### src/rtl/tpu_pkg.sv
// tpu_pkg: shared types for the TPU address/weight sequencer counters
// ctr_mode_t: terminal-count behaviour of a counter channel; encoding 3 is unused and behaves as CTR_FREE
package tpu_pkg;
  typedef enum logic [1:0] {
    CTR_FREE = 2'd0,
    CTR_WRAP = 2'd1,
    CTR_SAT  = 2'd2
  } ctr_mode_t;
endpackage

### src/rtl/dsp_load_ctr_chan.sv
// dsp_load_ctr_chan: one loadable counter channel with step, end value and terminal mode
// clk, rst_n          : clock, asynchronous active-low reset
// enable, load        : channel enable (gates load and count), load strobe
// start_val, end_val  : loaded count / start shadow, terminal value
// step, mode          : increment and terminal mode, sampled on load
// ctr_val, tc, done   : registered count, one-cycle terminal pulse, saturate-reached level
module dsp_load_ctr_chan
  import tpu_pkg::*;
#(
  parameter int COUNTER_WIDTH = 32,
  parameter int STEP_WIDTH    = 8
) (
  input  logic                     clk,
  input  logic                     rst_n,
  input  logic                     enable,
  input  logic                     load,
  input  logic [COUNTER_WIDTH-1:0] start_val,
  input  logic [COUNTER_WIDTH-1:0] end_val,
  input  logic [STEP_WIDTH-1:0]    step,
  input  ctr_mode_t                mode,
  output logic [COUNTER_WIDTH-1:0] ctr_val,
  output logic                     tc,
  output logic                     done
);
  logic [COUNTER_WIDTH-1:0] r_ctr, r_start, r_end;
  logic [STEP_WIDTH-1:0]    r_step;
  ctr_mode_t                r_mode;
  logic                     r_tc, r_done;
  logic [COUNTER_WIDTH:0]   w_sum;
  logic [COUNTER_WIDTH-1:0] w_clamp, w_next_ctr;
  logic                     w_wrap, w_sat, w_at_end, w_next_tc, w_next_done;
  // The extra sum bit lets the clamp see overshoots past the top of the range
  always_comb begin
    w_sum       = {1'b0, r_ctr} + (COUNTER_WIDTH+1)'(r_step);
    w_wrap      = r_mode == CTR_WRAP;
    w_sat       = r_mode == CTR_SAT;
    w_at_end    = r_ctr == r_end;
    w_clamp     = (w_sum > {1'b0, r_end}) ? r_end : w_sum[COUNTER_WIDTH-1:0];
    w_next_ctr  = load ? start_val :
                  !(w_wrap || w_sat) ? w_sum[COUNTER_WIDTH-1:0] :
                  !w_at_end ? w_clamp :
                  w_wrap ? r_start : r_ctr;
    w_next_tc   = !load && w_at_end && (w_wrap || (w_sat && !r_done));
    w_next_done = !load && (r_done || (w_sat && w_at_end));
  end
  always_ff @(posedge clk or negedge rst_n) begin
    if (!rst_n) begin
      r_ctr   <= '0;
      r_start <= '0;
      r_end   <= '0;
      r_step  <= STEP_WIDTH'(1);
      r_mode  <= CTR_FREE;
      r_tc    <= 1'b0;
      r_done  <= 1'b0;
    end else if (enable) begin
      r_ctr  <= w_next_ctr;
      r_tc   <= w_next_tc;
      r_done <= w_next_done;
      if (load) begin
        r_start <= start_val;
        r_end   <= end_val;
        r_step  <= step;
        r_mode  <= mode;
      end
    end else begin
      r_tc <= 1'b0;
    end
  end
  assign ctr_val = r_ctr;
  assign tc      = r_tc;
  assign done    = r_done;
endmodule

### src/rtl/dsp_load_ctr_multi.sv
// dsp_load_ctr_multi: bank of NUM_CHANNELS independent loadable counters
// clk, rst_n            : shared clock, asynchronous active-low reset
// enable, load          : per-channel enable and load strobe
// start_val, end_val    : per-channel start and terminal values
// step, mode            : per-channel increment and terminal mode
// ctr_val, tc, done     : per-channel registered count, terminal pulse, saturate-done level
module dsp_load_ctr_multi
  import tpu_pkg::*;
#(
  parameter int NUM_CHANNELS  = 4,
  parameter int COUNTER_WIDTH = 32,
  parameter int STEP_WIDTH    = 8
) (
  input  logic                                        clk,
  input  logic                                        rst_n,
  input  logic [NUM_CHANNELS-1:0]                     enable,
  input  logic [NUM_CHANNELS-1:0]                     load,
  input  logic [NUM_CHANNELS-1:0][COUNTER_WIDTH-1:0]  start_val,
  input  logic [NUM_CHANNELS-1:0][COUNTER_WIDTH-1:0]  end_val,
  input  logic [NUM_CHANNELS-1:0][STEP_WIDTH-1:0]     step,
  input  ctr_mode_t [NUM_CHANNELS-1:0]                mode,
  output logic [NUM_CHANNELS-1:0][COUNTER_WIDTH-1:0]  ctr_val,
  output logic [NUM_CHANNELS-1:0]                     tc,
  output logic [NUM_CHANNELS-1:0]                     done
);
  for (genvar i = 0; i < NUM_CHANNELS; i++) begin : g_chan
    dsp_load_ctr_chan #(
      .COUNTER_WIDTH(COUNTER_WIDTH),
      .STEP_WIDTH   (STEP_WIDTH)
    ) u_chan (
      .clk      (clk),
      .rst_n    (rst_n),
      .enable   (enable[i]),
      .load     (load[i]),
      .start_val(start_val[i]),
      .end_val  (end_val[i]),
      .step     (step[i]),
      .mode     (mode[i]),
      .ctr_val  (ctr_val[i]),
      .tc       (tc[i]),
      .done     (done[i])
    );
  end
endmodule

### config.mk
export PLATFORM = sky130hd
export DESIGN_NAME = dsp_load_ctr_multi
export DESIGN_NICKNAME = d
export VERILOG_FILES = /design/src/rtl/tpu_pkg.sv /design/src/rtl/dsp_load_ctr_chan.sv /design/src/rtl/dsp_load_ctr_multi.sv
export SDC_FILE = /design/constraint.sdc
export NUM_CORES = 2
export LEC_CHECK = 0
export BUFFER_PORTS_ARGS = -buffer_cell sky130_fd_sc_hd__buf_2
export CORE_ASPECT_RATIO = 0.5
export CORE_UTILIZATION = 39
export CTS_CLUSTER_DIAMETER = 200
export DETAILED_ROUTE_END_ITERATION = 12
export PLACE_DENSITY = 0.7
export SKIP_LAST_GASP = 1
export SLEW_MARGIN = 20
export SYNTH_ARGS = -nofsm -noshare
export SYNTH_HDL_FRONTEND = slang
export SYNTH_SLANG_ARGS = --single-unit
### constraint.sdc
create_clock -name clk -period 5.9 [get_ports clk]
set_clock_uncertainty 0.15 [all_clocks]
set_input_delay 0.59 -clock clk [delete_from_list [all_inputs] [get_ports clk]]
set_output_delay 0.59 -clock clk [all_outputs]
set_load 0.1 [all_outputs]
==> flow_summary.toml <==
[global_routing]
grt_use_total_pct = 26.03
grt_pass1_vias = 24710
grt_pass1_wl_um = 142900
grt_max_degree = 145
antenna_found_initial = 13
overflow = 0

[floorplanning]
ios = 442
design.core.area_sq_um = 67320
die_width_um = 372.1
die_h_um = 187.1
die_area_sq_um = 69600
num_rows = 67
start_util_pct = 39.68

[final_layout]
nNetsFinal = 3943
drive_above_1_share_pct = 18.25
utilization_pct = 47.08
area_growth_pct = 18.66

[placed_design]
gp_routability_congestion = 0.9627
dpl.hpwl_um = 67710
io_buffers = 441

[worst_setup_path]
crit_type = "reg2reg"
reg2reg_from = "g_chan[0].u_chan.ctr_val[0]$_DFFE_PN0P_"
path_cells = "ha_1 > fa_1 > a21o_1 > a21oi_1 > nand2b_1 > a211o_1 > nor3_1 > xor2_1 > ha_1 > nand4_1 > nor4_1 > nand2_1 > a21oi_1 > o32ai_1 > a211oi_4 > buf_4 > a211o_1 > o21ai_0"
cpMaxStageDelayCell = "a211oi_4"
path_max_fanout = 11
cp-end-kind = "flop"
crit_arrival_ns = 5.81
startpoint_type = "flop"
cpPeakStageDelay_ns = 0.67
critical_path.startpoint = "g_chan[0].u_chan.ctr_val[0]$_DFFE_PN0P_"
worstPathRequired_ns = 6.20

[synth]
synth_area_leaders = "dfrtp_1, nand2_1, ha_1"
ys_types = 77
synthArstFlopShare_pct = 100.0
synth_top_area_share_pct = 40.10
seq_area_frac_synth_pct = 40.49
ys.flop_type = "dfrtp_1"
synth-edff-count = 0
synth_largest_area_cell = "dfrtp_1"
ys_warn_count = 0
synth.cell_area_sq_um = 26710
yosys-top-cells-count = "nand2_1, dfrtp_1, o21ai_0"
postSynthAreaPerCell_sq_um = 8.712
ys_seq_elements = 432
synth.most_common_cell = "nand2_1"
synth_cells = 3066
mappedNetlistNets = 3544

[clocking]
clock_sinks = 432
cts_tree = "yes"
clockBufferDepth = 3
cts_setup_buffers = 0
ctsResizeCount = 0
cts-root-buf = "clkbuf_16"
clock_latency_ns = 0.62
cts_buffers = 44
clk_pin_slew_ns = 0.06
cts_hold_buf = 17
cts_htree_levels = 2

[power]
p_per_area_nw_per_um2 = 425.3
p_leak_uw = 0.01464
ir_drop_v = 0.0002530

[routing]
via_count = 25180
wl_per_cell_um = 20.89
drc = 0
first_pass_iters = 6
ant_nets = 0
drt-initial-drc-count = 2199
via_per_inst = 5.709
routed_wl_um = 92120

[sta]
finalHoldViolCount = 0
maxSlewHeadroom_pct = 27.85
slew_violations = 0
tns_ns = 0
finalCritPeriodShare_pct = 93.23
min_period_ns = 5.501
tightest_slew_ns = 1.073
rsz0062_at_grt = "no"
finalSetupViolCount = 0
fmax_ghz = 0.1818

[min_path]
hold_path_class = "in2reg"
worstHoldStart = "step[8]"

[flow_run]
cap_violations = 0

[outcome]
outcome = "finished clean"
worst max-delay path: cells and delay by family, from the launching register on:
family	cells	cell delay, ns
AOI/OAI and AO/OA	8	2.06
and+or+nand+nor	5	1.25
adders and majority gates	3	1.00
DFF	1	0.41
buffers and inverters	1	0.33
xor gates and xnor gates	1	0.18
flip-flops by register name, indices dropped and copies added (netlist names):
| register | count |
|---|---|
| g_chan.u_chan.r_mode | 8 |
| g_chan.u_chan.ctr_val | 128 |
| g_chan.u_chan.r_start | 128 |
| g_chan.u_chan.done | 4 |
| g_chan.u_chan.r_end | 128 |
| g_chan.u_chan.r_step | 32 |
| g_chan.u_chan.tc | 4 |
per-stage QoR:
stage	std cells	power, uW	setup WS, ns	hold slack (ns)	instance area [sq um]
2_1_floorplan	3066	8605	0.6467	0.1444	26710
3_3_place_gp	4298	10290	0.4619	0.3017	29910
3_5_place_dp	4299	10380	0.2617	0.3054	29940
4_1_cts	4398	13450	0.2353	0.0008890	31650
5_1_grt	4409	14180	0.1491	0.009579	31690
6_report	4410	13480	0.3993	0.02574	31700
path summary, 6_finish.rpt:
kind,slack (ns),to,cells past startpoint
worst min register to register,0.31,g_chan[1].u_chan.r_step[0]$_DFFE_PN1P_,2
worst min-delay path,0.03,g_chan[1].u_chan.r_step[0]$_DFFE_PN1P_,3
worst max-delay path,0.40,g_chan[0].u_chan.ctr_val[6]$_DFFE_PN0P_,18
min in group asynchronous,0.36,g_chan[1].u_chan.ctr_val[13]$_DFFE_PN0P_,2
max in group asynchronous,3.87,g_chan[3].u_chan.r_start[16]$_DFFE_PN0P_,3
worst max register to register,0.40,g_chan[0].u_chan.ctr_val[6]$_DFFE_PN0P_,18
final cells by class:
cell class                      instances  area (sq um)
Fill cell                            6591         35620
Multi-Input combinational cell       2311         14720
Sequential cell                       432         10820
Timing Repair Buffer                  507          2838
Clock buffer                           66          1314
Tap cell                              897          1122
Inverter                              169         634.4
Clock inverter                         16         226.5
Antenna cell                           12         30.03
cells by family (layout without fill, tap and decap cells):
kind of cell	after synthesis	after routing	synth area share (%)
AOI/OAI and AO/OA	749	749	18.17
adders and majority gates	172	172	8.169
and+or+nand+nor	1101	1101	18.50
xor gates and xnor gates	244	244	8.001
DFF	432	432	40.49
buffers and inverters	323	758	4.797
other	0	12	0
muxes	45	45	1.878
metal layers:
| layer | vias up | share of wire (%) | GRT usage [%] |
|---|---|---|---|
| met5 | - | 0 | 0 |
| met4 | 0 | 4.9 | 12.67 |
| met1 | 12270 | 41 | 33.98 |
| met3 | 242 | 6.2 | 3.368 |
| li1 | 11610 | - | - |
| met2 | 1049 | 48 | 42.56 |
placed cells by master (no fill, tap or decap), types with 11 or more instances in the layout:
cell and n:
nand2_1 632, buf_2 440, dfrtp_1 428, o21ai_0 272, xnor2_1 205, inv_1 168, ha_1 168, nor2_1 138
a21oi_1 115, nand4_1 73, o221ai_1 72, nand3_1 53, a22oi_1 49, clkbuf_16 44, buf_4 43, mux2_2 41
xor2_1 39, a21o_1 37, and3_1 37, a221oi_1 31, nor3_1 30, nand3b_1 29, o211ai_1 25, nor2b_1 23
a211oi_1 21, o21a_1 17, dlygate4sd3_1 17, a31oi_1 16, nand2b_1 15, nor4_1 13, clkbuf_8 13, diode_2 12
or3_1 12, o22ai_1 11
report_power, final:
group / internal, uW / switching (uW)
Clock: 1690 / 1320
Sequential: 3460 / 663
Combinational: 1930 / 4410
Total: 7080 / 6400
Note: power is estimated with default switching activity, not from simulation.
